===== src/rtl/conv_mon_pkg.sv =====
// conv_mon_pkg: shared FSM type, violation counter limits and channel slicing helper
package conv_mon_pkg;

    typedef enum logic [1:0] {IDLE, SETTLE, HOLD, REPORT} state_t;

    localparam int VIOL_W = 16;
    localparam logic [VIOL_W-1:0] VIOL_MAX = '1;

    // Packed vectors are zero-extended to this width before slicing (8 channels x 32 bits max)
    localparam int MAX_DATA_W = 32;
    localparam int MAX_VEC_W  = 8 * MAX_DATA_W;

    // Returns channel i of a packed vector with w-bit lanes; caller truncates to its lane width
    function automatic logic [MAX_DATA_W-1:0] ch_slice(input logic [MAX_VEC_W-1:0] vec, input int i, input int w);
        return MAX_DATA_W'(vec >> (i * w));
    endfunction

endpackage


===== src/rtl/conv_window_monitor_cmp.sv =====
// conv_win_cmp: registered signed inclusive window compare for one channel (lo > hi never matches)
module conv_win_cmp #(
    parameter int DATA_W = 16
) (
    input  logic                     clk,
    input  logic                     rst,
    input  logic signed [DATA_W-1:0] sample,
    input  logic signed [DATA_W-1:0] lo,
    input  logic signed [DATA_W-1:0] hi,
    output logic                     in_win
);

    logic in_win_d, in_win_q;

    // Inclusive signed bounds check
    always_comb in_win_d = (sample >= lo) && (sample <= hi);

    // Result is seen by the monitor one cycle after the sample
    always_ff @(posedge clk or posedge rst) begin
        if (rst) in_win_q <= 1'b0;
        else     in_win_q <= in_win_d;
    end

    assign in_win = in_win_q;

endmodule


===== src/rtl/conv_window_monitor.sv =====
// conv_window_monitor: settle, then require all channels in window for a hold period; report pass/fail.
// Optional CONV_MON_ORDER_CHK_EN adds an ordering check sample[0] > sample[1] during HOLD.
module conv_window_monitor
    import conv_mon_pkg::*;
#(
    parameter int NUM_CH     = 3,
    parameter int DATA_W     = 16,
    parameter int SETTLE_CYC = 2000000,
    parameter int HOLD_CYC   = 4096,
    parameter int CNT_W      = 22
) (
    input  logic                       clk,
    input  logic                       rst,
    input  logic                       start,
    input  logic                       abort,
    input  logic [NUM_CH*DATA_W-1:0]   sample,
    input  logic [NUM_CH*DATA_W-1:0]   lo_lim,
    input  logic [NUM_CH*DATA_W-1:0]   hi_lim,
    output logic                       busy,
    output logic                       done,
    output logic                       pass,
    output logic [NUM_CH-1:0]          fail_mask,
    output logic [$clog2(NUM_CH)-1:0]  first_ch,
    output logic [VIOL_W-1:0]          viol_cnt
`ifdef CONV_MON_ORDER_CHK_EN
    ,
    input  logic                       order_en,
    output logic                       order_fail
`endif
);

    localparam int CH_W = $clog2(NUM_CH);

    state_t              state_q, state_d;
    logic [CNT_W-1:0]    cnt_q, cnt_d;
    logic                pass_q, pass_d;
    logic [NUM_CH-1:0]   fail_mask_q, fail_mask_d;
    logic [CH_W-1:0]     first_ch_q, first_ch_d;
    logic [VIOL_W-1:0]   viol_cnt_q, viol_cnt_d;
    logic                order_fail_q, order_fail_d;
    logic [NUM_CH-1:0]   in_win, bad;
    logic [CH_W-1:0]     low_idx;
    logic                order_bad, any_bad, settle_end, hold_end;

    for (genvar i = 0; i < NUM_CH; i++) begin : g_ch
        conv_win_cmp #(.DATA_W(DATA_W)) u_cmp (
            .clk    (clk),
            .rst    (rst),
            .sample (DATA_W'(ch_slice(MAX_VEC_W'(sample), i, DATA_W))),
            .lo     (DATA_W'(ch_slice(MAX_VEC_W'(lo_lim), i, DATA_W))),
            .hi     (DATA_W'(ch_slice(MAX_VEC_W'(hi_lim), i, DATA_W))),
            .in_win (in_win[i])
        );
    end

`ifdef CONV_MON_ORDER_CHK_EN
    logic order_ok_d, order_ok_q;

    // Ordering compare is registered so it lines up with the window compare latency
    always_comb order_ok_d = $signed(DATA_W'(ch_slice(MAX_VEC_W'(sample), 0, DATA_W))) >
                             $signed(DATA_W'(ch_slice(MAX_VEC_W'(sample), 1, DATA_W)));

    // Ordering result register
    always_ff @(posedge clk or posedge rst) begin
        if (rst) order_ok_q <= 1'b0;
        else     order_ok_q <= order_ok_d;
    end

    assign order_bad  = (state_q == HOLD) && order_en && !order_ok_q;
    assign order_fail = order_fail_q;
`else
    assign order_bad = 1'b0;
`endif

    assign bad        = (state_q == HOLD) ? ~in_win : '0;
    assign any_bad    = (bad != '0) || order_bad;
    assign settle_end = cnt_q == CNT_W'(SETTLE_CYC - 1);
    assign hold_end   = cnt_q == CNT_W'(HOLD_CYC - 1);

    // Lowest violating channel index this cycle
    always_comb begin
        low_idx = '0;
        for (int k = NUM_CH - 1; k >= 0; k--) if (bad[k]) low_idx = CH_W'(k);
    end

    // Check sequencing and diagnostic accumulation; abort outranks everything outside IDLE
    always_comb begin
        state_d      = state_q;
        cnt_d        = cnt_q;
        pass_d       = pass_q;
        fail_mask_d  = fail_mask_q;
        first_ch_d   = first_ch_q;
        viol_cnt_d   = viol_cnt_q;
        order_fail_d = order_fail_q;
        if (state_q != IDLE && abort) begin
            state_d = IDLE;
            pass_d  = 1'b0;
        end else if (state_q == IDLE) begin
            if (start && !abort) begin
                state_d      = SETTLE;
                cnt_d        = '0;
                pass_d       = 1'b0;
                fail_mask_d  = '0;
                first_ch_d   = '0;
                viol_cnt_d   = '0;
                order_fail_d = 1'b0;
            end
        end else if (state_q == SETTLE) begin
            state_d = settle_end ? HOLD : SETTLE;
            cnt_d   = settle_end ? '0 : cnt_q + CNT_W'(1);
        end else if (state_q == HOLD) begin
            fail_mask_d  = fail_mask_q | bad;
            order_fail_d = order_fail_q | order_bad;
            first_ch_d   = (fail_mask_q == '0 && bad != '0) ? low_idx : first_ch_q;
            viol_cnt_d   = (any_bad && viol_cnt_q != VIOL_MAX) ? viol_cnt_q + VIOL_W'(1) : viol_cnt_q;
            pass_d       = hold_end ? (fail_mask_d == '0 && !order_fail_d) : pass_q;
            state_d      = hold_end ? REPORT : HOLD;
            cnt_d        = hold_end ? '0 : cnt_q + CNT_W'(1);
        end else begin
            state_d = IDLE;
        end
    end

    // State and result registers
    always_ff @(posedge clk or posedge rst) begin
        if (rst) begin
            state_q      <= IDLE;
            cnt_q        <= '0;
            pass_q       <= 1'b0;
            fail_mask_q  <= '0;
            first_ch_q   <= '0;
            viol_cnt_q   <= '0;
            order_fail_q <= 1'b0;
        end else begin
            state_q      <= state_d;
            cnt_q        <= cnt_d;
            pass_q       <= pass_d;
            fail_mask_q  <= fail_mask_d;
            first_ch_q   <= first_ch_d;
            viol_cnt_q   <= viol_cnt_d;
            order_fail_q <= order_fail_d;
        end
    end

    assign busy      = (state_q == SETTLE) || (state_q == HOLD);
    assign done      = state_q == REPORT;
    assign pass      = pass_q;
    assign fail_mask = fail_mask_q;
    assign first_ch  = first_ch_q;
    assign viol_cnt  = viol_cnt_q;

endmodule


===== config.mk =====
export PLATFORM = sky130hd
export DESIGN_NAME = conv_window_monitor
export DESIGN_NICKNAME = d
export VERILOG_FILES = /design/src/rtl/conv_mon_pkg.sv /design/src/rtl/conv_window_monitor_cmp.sv /design/src/rtl/conv_window_monitor.sv
export SDC_FILE = /design/constraint.sdc
export NUM_CORES = 1
export LEC_CHECK = 0
export BUFFER_PORTS_ARGS = -buffer_cell sky130_fd_sc_hd__buf_4
export CAP_MARGIN = 20
export CORE_MARGIN = 5
export CORE_UTILIZATION = 50
export CTS_CLUSTER_DIAMETER = 100
export DETAILED_ROUTE_END_ITERATION = 8
export GPL_ROUTABILITY_DRIVEN = 0
export MAX_ROUTING_LAYER = met4
export PLACE_DENSITY = 0.9
export SLEW_MARGIN = 20
export SYNTH_ARGS = -nofsm -noshare
export SYNTH_HDL_FRONTEND = slang
export SYNTH_SLANG_ARGS = --single-unit

===== constraint.sdc =====
create_clock -name clk -period 5.9 [get_ports clk]
set_input_delay 1.18 -clock clk [delete_from_list [all_inputs] [get_ports clk]]
set_output_delay 1.18 -clock clk [all_outputs]
set_load 0.05 [all_outputs]

* After elaboration in Yosys (flattened, before gate mapping)
Cells that the tools add are included. W data, S select, Z words.
Storage, ports and cells: output and inout port bits 24, word-level logic and storage cells 92, register bits after elaboration 49, bits of input ports 148
Operators by class: reductions and logical operators 25, order comparisons 6, mux-type cells 37, eq/ne operators 10, add/subtract/negate cells 2, bitwise gates (word level) 3
Operators with widths (count):
- $mux W22 | 6
- $mux W16 | 5
- $ge A16 B16 Y1 | 3
- $le A16 B16 Y1 | 3
- $mux W2 | 14
- $add A22 B1 Y22 const B | 1
- $eq A22 B12 Y1 const B | 1
- $eq A22 B21 Y1 const B | 1
- $add A16 B1 Y16 const B | 1
- $ne A16 B16 Y1 const B | 1
- $mux W3 | 5
- $reduce_bool A3 Y1 | 4
- $reduce_and A5 Y1 | 2
- $reduce_and A4 Y1 | 2
- $reduce_bool A2 Y1 | 4
- $logic_and A1 B1 Y1 | 7
- $mux W1 | 7
- $logic_not A3 Y1 | 2
- $eq A2 B2 Y1 const B | 2
- $ne A3 B2 Y1 const B | 1
- $ne A3 B3 Y1 const B | 1
- $not A3 Y3 | 1
- $or A3 B3 Y3 | 1
- $reduce_and A3 Y1 | 1
- 7 further kinds | 7

* Longest topological paths before layout
depth in word-level cells 9, depth in mapped cells 10, depth with buffers taken out 8

* Cells and area by module
A second synthesis with hierarchy kept.
Second synthesis, totals: cells, all modules 646, area total of the unflattened synthesis 5215.0 µm²
Modules (own cells, without submodules):
- conv_window_monitor | cells an instance 293, times used 1, area each 2630.0 µm², sequential area each 1151.1 µm²
- conv_win_cmp at g_ch[0].u_cmp ... | cells an instance 118, times used 2, area each 852.1 µm², sequential area each 25.0 µm²
- conv_win_cmp at g_ch[1].u_cmp | cells an instance 117, times used 1, area each 880.8 µm², sequential area each 25.0 µm²

* Least setup slack after synthesis
No wires, ideal clock.
path kind input-to-reg, start input lo_lim[46], end register g_ch[2].u_cmp.in_win_q, cell stages on the path 8, buffers on the path 0, setup time 0.121 ns, arrival time 2.446 ns, data required time 5.779 ns, path slack 3.333 ns, path through inv_1 > ha_1 > a21oi_1 > nand2_1 > a221o_1 > nor3_1 > xor2_1 > o22a_1
On the way: cells in the longest elaborated chain, start to end 2
RTL lines:
- start: declaration | RTL line conv_window_monitor.sv:17 | input logic [NUM_CH*DATA_W-1:0] lo_lim,
- $ge A16 B16 Y1 | RTL line conv_window_monitor_cmp.sv:16 | always_comb in_win_d = (sample >= lo) && (sample <= hi);
- $logic_and A1 B1 Y1 | RTL line conv_window_monitor_cmp.sv:16
- net g_ch[2].u_cmp.in_win_d | RTL line conv_window_monitor_cmp.sv:13 | logic in_win_d, in_win_q;
- end signal: assignment | RTL line conv_window_monitor_cmp.sv:21 | else in_win_q <= in_win_d;
- end: declaration | RTL line conv_window_monitor_cmp.sv:13
The timed path passes the listed nets, and every way through them passes these cells. A chain may end at the register's enable or synchronous reset.

* Worst setup path in the final report
start register state_q[0], end register viol_cnt_q[3] (netlist: viol_cnt[3])
On the way: cells in the longest elaborated chain, start to end 6, elaborated cells on any way between the ends 15, those cells by class eq/ne (4); mux (2); bitwise (1); reduce/logical (8)
RTL lines:
- start: declaration | RTL line conv_window_monitor.sv:34 | state_t state_q, state_d;
- start signal: assignment | RTL line conv_window_monitor.sv:135 | state_q <= state_d;
- $eq A2 B2 Y1 | RTL line conv_window_monitor.sv:75, conv_window_monitor.sv:111
- $mux W3 | RTL line conv_window_monitor.sv:75 | assign bad = (state_q == HOLD) ? ~in_win : '0;
- $reduce_bool A3 Y1 | RTL line conv_window_monitor.sv:76 | assign any_bad = (bad != '0) || order_bad;
- $logic_and A1 B1 Y1 | RTL line conv_window_monitor.sv:115 | viol_cnt_d = (any_bad && viol_cnt_q != VIOL_MAX) ? viol_cnt_q + VIOL_W'(1) : viol_cnt_q;
- $reduce_bool A2 Y1 (no line)
- $reduce_and A5 Y1 (no line)
- end signal: assignment | RTL line conv_window_monitor.sv:140 | viol_cnt_q <= viol_cnt_d;
- end: declaration | RTL line conv_window_monitor.sv:39 | logic [VIOL_W-1:0] viol_cnt_q, viol_cnt_d;
Parallel ways exist; a longest one is shown, timed or not.

==> results.yml <==
critical_path:
  crit_chain: "inv_1 > ha_1 > nand2_1 > a21o_1 > nor2_1 > o311ai_2 > or3b_2 > nand2_1"
  cp_slowest_stage_delay_ns: 0.70
  cp_slowest_cell: "ha_1"
  critPathArrivalTime_ns: 3.11
  cpMostUsedCell: "nand2_1"
  crit_type: "register to register"
  cp_max_fo: 26
  critPathRequiredTime_ns: 6.14
  crit_family: "simple AND/OR/NAND/NOR gates"
  cp-end-kind: "register"
  crit_buf_inv: 1
  start_kind: "register"
  reg2reg_slack_ns: 3.03
grt:
  busiest_layer: "met2"
  grt_pass1_wl_mm: 22.2
  use_met1_pct: 24.8
  gr-total-overflow: 0
  first_global_vias: 5117
  grtUsageTotal_pct: 21.9
  grt_max_degree: 50
  met3_usage_pct: 4.04
  antenna_found_initial: 0
  use_met2_pct: 38.8
timing:
  rsz0062_at_grt: "false"
  fin_tns_setup_ns: 0
  min_period_ns: 2.87
  hold_viol: 0
  finClkSkew_ns: 0.00678
  tightestPinTransition_ns: 0.825
  slew_viol_final: 0
  setup_viol_count_final: 0
  setup_ws_ns: 3.03
  fmax_mhz: 348
  hold_ws_ns: 0.496
  min_period_over_period_pct: 48.7
  slew_headroom_pct: 45.0
yosys:
  seq_area_frac_synth_pct: 23.9
  syn_area_per_cell_sq_um: 8.20
  syn_area_sq_um: 5130
  ys_ff_latch: 49
  async_flop_share_pct: 100
  synthesis.nets: 876
  syn_inst: 626
  synth_edf_count: 0
  ys_warn_count: 0
  synthFlopType: "dfrtp_1"
  synth_cell_type_count: 62
clock_tree:
  cts_resized: 0
  cts-root-buf: "clkbuf_8"
  cts.sinks: 49
  clockBufferDepth: 2
  cts.htree.levels: 2
  postCtsSetupBuffers: 0
  hold_buffers: 0
  cts_buffers: 5
  cts_tree: "done"
  clock_latency_ns: 0.30
  path_clk_slew_ns: 0.09
power_and_ir_drop:
  p_int_uw: 667
  sequentialPowerShare_pct: 36.0
  p_sw_share_pct: 39.8
  p_sw_uw: 441
  power_frac_clock_pct: 16.7
  peakVddDrop_v: 0.000101
  power-per-cell-area_nw_per_um2: 168
  p_comb_share_pct: 47.3
  p_leak_nw: 3.53
route:
  final_antenna_net_count: 0
  drt_wl_total_mm: 13.5
  drt_iter0_drc: 238
  via_per_inst: 5.50
  drt_pre_antenna_iters: 4
  routedWlPerCell_um: 14.5
  vias: 5109
  route.detailed.drc: 0
die:
  num_rows: 37
  die_area_sq_um: 12400
  core_sq_um: 10200
  die_h_um: 111
  die_w_um: 111
  io_pins: 172
  start_util_pct: 50.4
place:
  dp_slack_ns: 2.95
  dp_hpwl_mm: 11.5
  placed_cells: 923
  port_buffers: 171
run:
  cap_viol_max_count: 0
finish:
  area_delta_synth_final_pct: 28.7
  finalNetCount: 1044
  drive_gt1_share_pct: 24.2
  layout_common_cells: "172 x buf_4, 104 x inv_1, 102 x ha_1"
  final_cells: 929
  num_antenna_cells: 0
  final_common_cell: "buf_4"
outcome:
  status: "complete, no violations"
min_path:
  min_path_type: "register to register"
==> state kept, by name (all words and copies together) (netlist names) <==
| name | count |
|---|---|
| cnt_q | 22 |
| fail_mask | 3 |
| first_ch | 2 |
| g_ch.u_cmp.in_win | 3 |
| pass | 1 |
| state_q | 2 |
| viol_cnt | 16 |
==> cell type report <==
type	instances	area [sq um]
Timing Repair Buffer	172	1290
Clock buffer	5	68.8
Clock inverter	1	5.00
Fill cell	843	3580
Sequential cell	49	1230
Multi-Input combinational cell	461	3450
Tap cell	136	170
Inverter	105	395
==> worst reg2reg max path, delay by kind of cell (launching register included) <==
family / cells / cell delay, ns
and+or+nand+nor: 4 / 0.99
buffers and inverters: 1 / 0.14
adders and majority gates: 1 / 0.70
AOI/OAI and AO/OA: 2 / 0.55
DFF: 1 / 0.43
==> power groups by stage <==
stage          Combinational (mW)  Clock, mW  Sequential [mW]
2_1_floorplan               0.310          0            0.441
3_3_place_gp                0.508          0            0.403
3_5_place_dp                0.521          0            0.403
4_1_cts                     0.523      0.188            0.398
5_1_grt                     0.584      0.205            0.404
6_report                    0.523      0.185            0.399
==> path summary, 6_finish.rpt <==
kind / from / end / depth (start not counted)
min in group asynchronous: rst / cnt_q[20]$_DFFE_PP0P_ / 2
max in group asynchronous: rst / fail_mask[0]$_DFFE_PP0P_ / 2
max: state_q[0]$_DFFE_PP0N_ / viol_cnt[3]$_DFFE_PP0P_ / 8
max reg2reg: state_q[0]$_DFFE_PP0N_ / viol_cnt[3]$_DFFE_PP0P_ / 8
min: cnt_q[21]$_DFFE_PP0P_ / cnt_q[21]$_DFFE_PP0P_ / 1
min reg2reg: cnt_q[21]$_DFFE_PP0P_ / cnt_q[21]$_DFFE_PP0P_ / 1
==> metrics by stage <==
step | utilization, % | power, mW | cell area [sq um]
after floorplan | - | 0.750 | 5130
after global placement | 64.0 | 0.911 | 6520
after detailed placement | 64.0 | 0.924 | 6520
after CTS | 64.7 | 1.11 | 6590
after global routing | 64.8 | 1.19 | 6600
final | 64.8 | 1.11 | 6600
==> synth_stat cells (all sizes together), types with 6 or more instances <==
master	count	area, sq um
o31ai	10	88.8
a211oi	6	45.0
nor2b	8	50.1
nand2	39	146
xnor2	7	61.3
o211ai	8	60.1
nand2b	8	50.1
nand3	21	105
nor2	48	188
a21oi	30	150
a21o	11	82.6
buf	7	56.3
nor4	8	62.6
ha	102	1280
xor2	10	87.6
nand4	32	200
nor3	13	70.1
o21ai	30	150
a31oi	6	37.5
inv	105	394
dfrtp	49	1230
==> logic make-up after synthesis <==
family	Yosys count	synth area share, %
XOR/XNOR	17	2.90
multiplexers	4	0.829
adder cells (fa/ha/maj)	102	24.9
flip-flops	49	23.9
buffers and inverters	116	9.09
AND/OR/NAND/NOR	206	21.3
AO/OA/AOI/OAI	132	17.1
==> per-layer routing <==
layer	routed length (um)	up-vias
met3	779	30
met4	374	0
li1	-	2565
met1	5460	2349
met5	0	-
met2	6870	165
(Power assumes the default switching activity.)
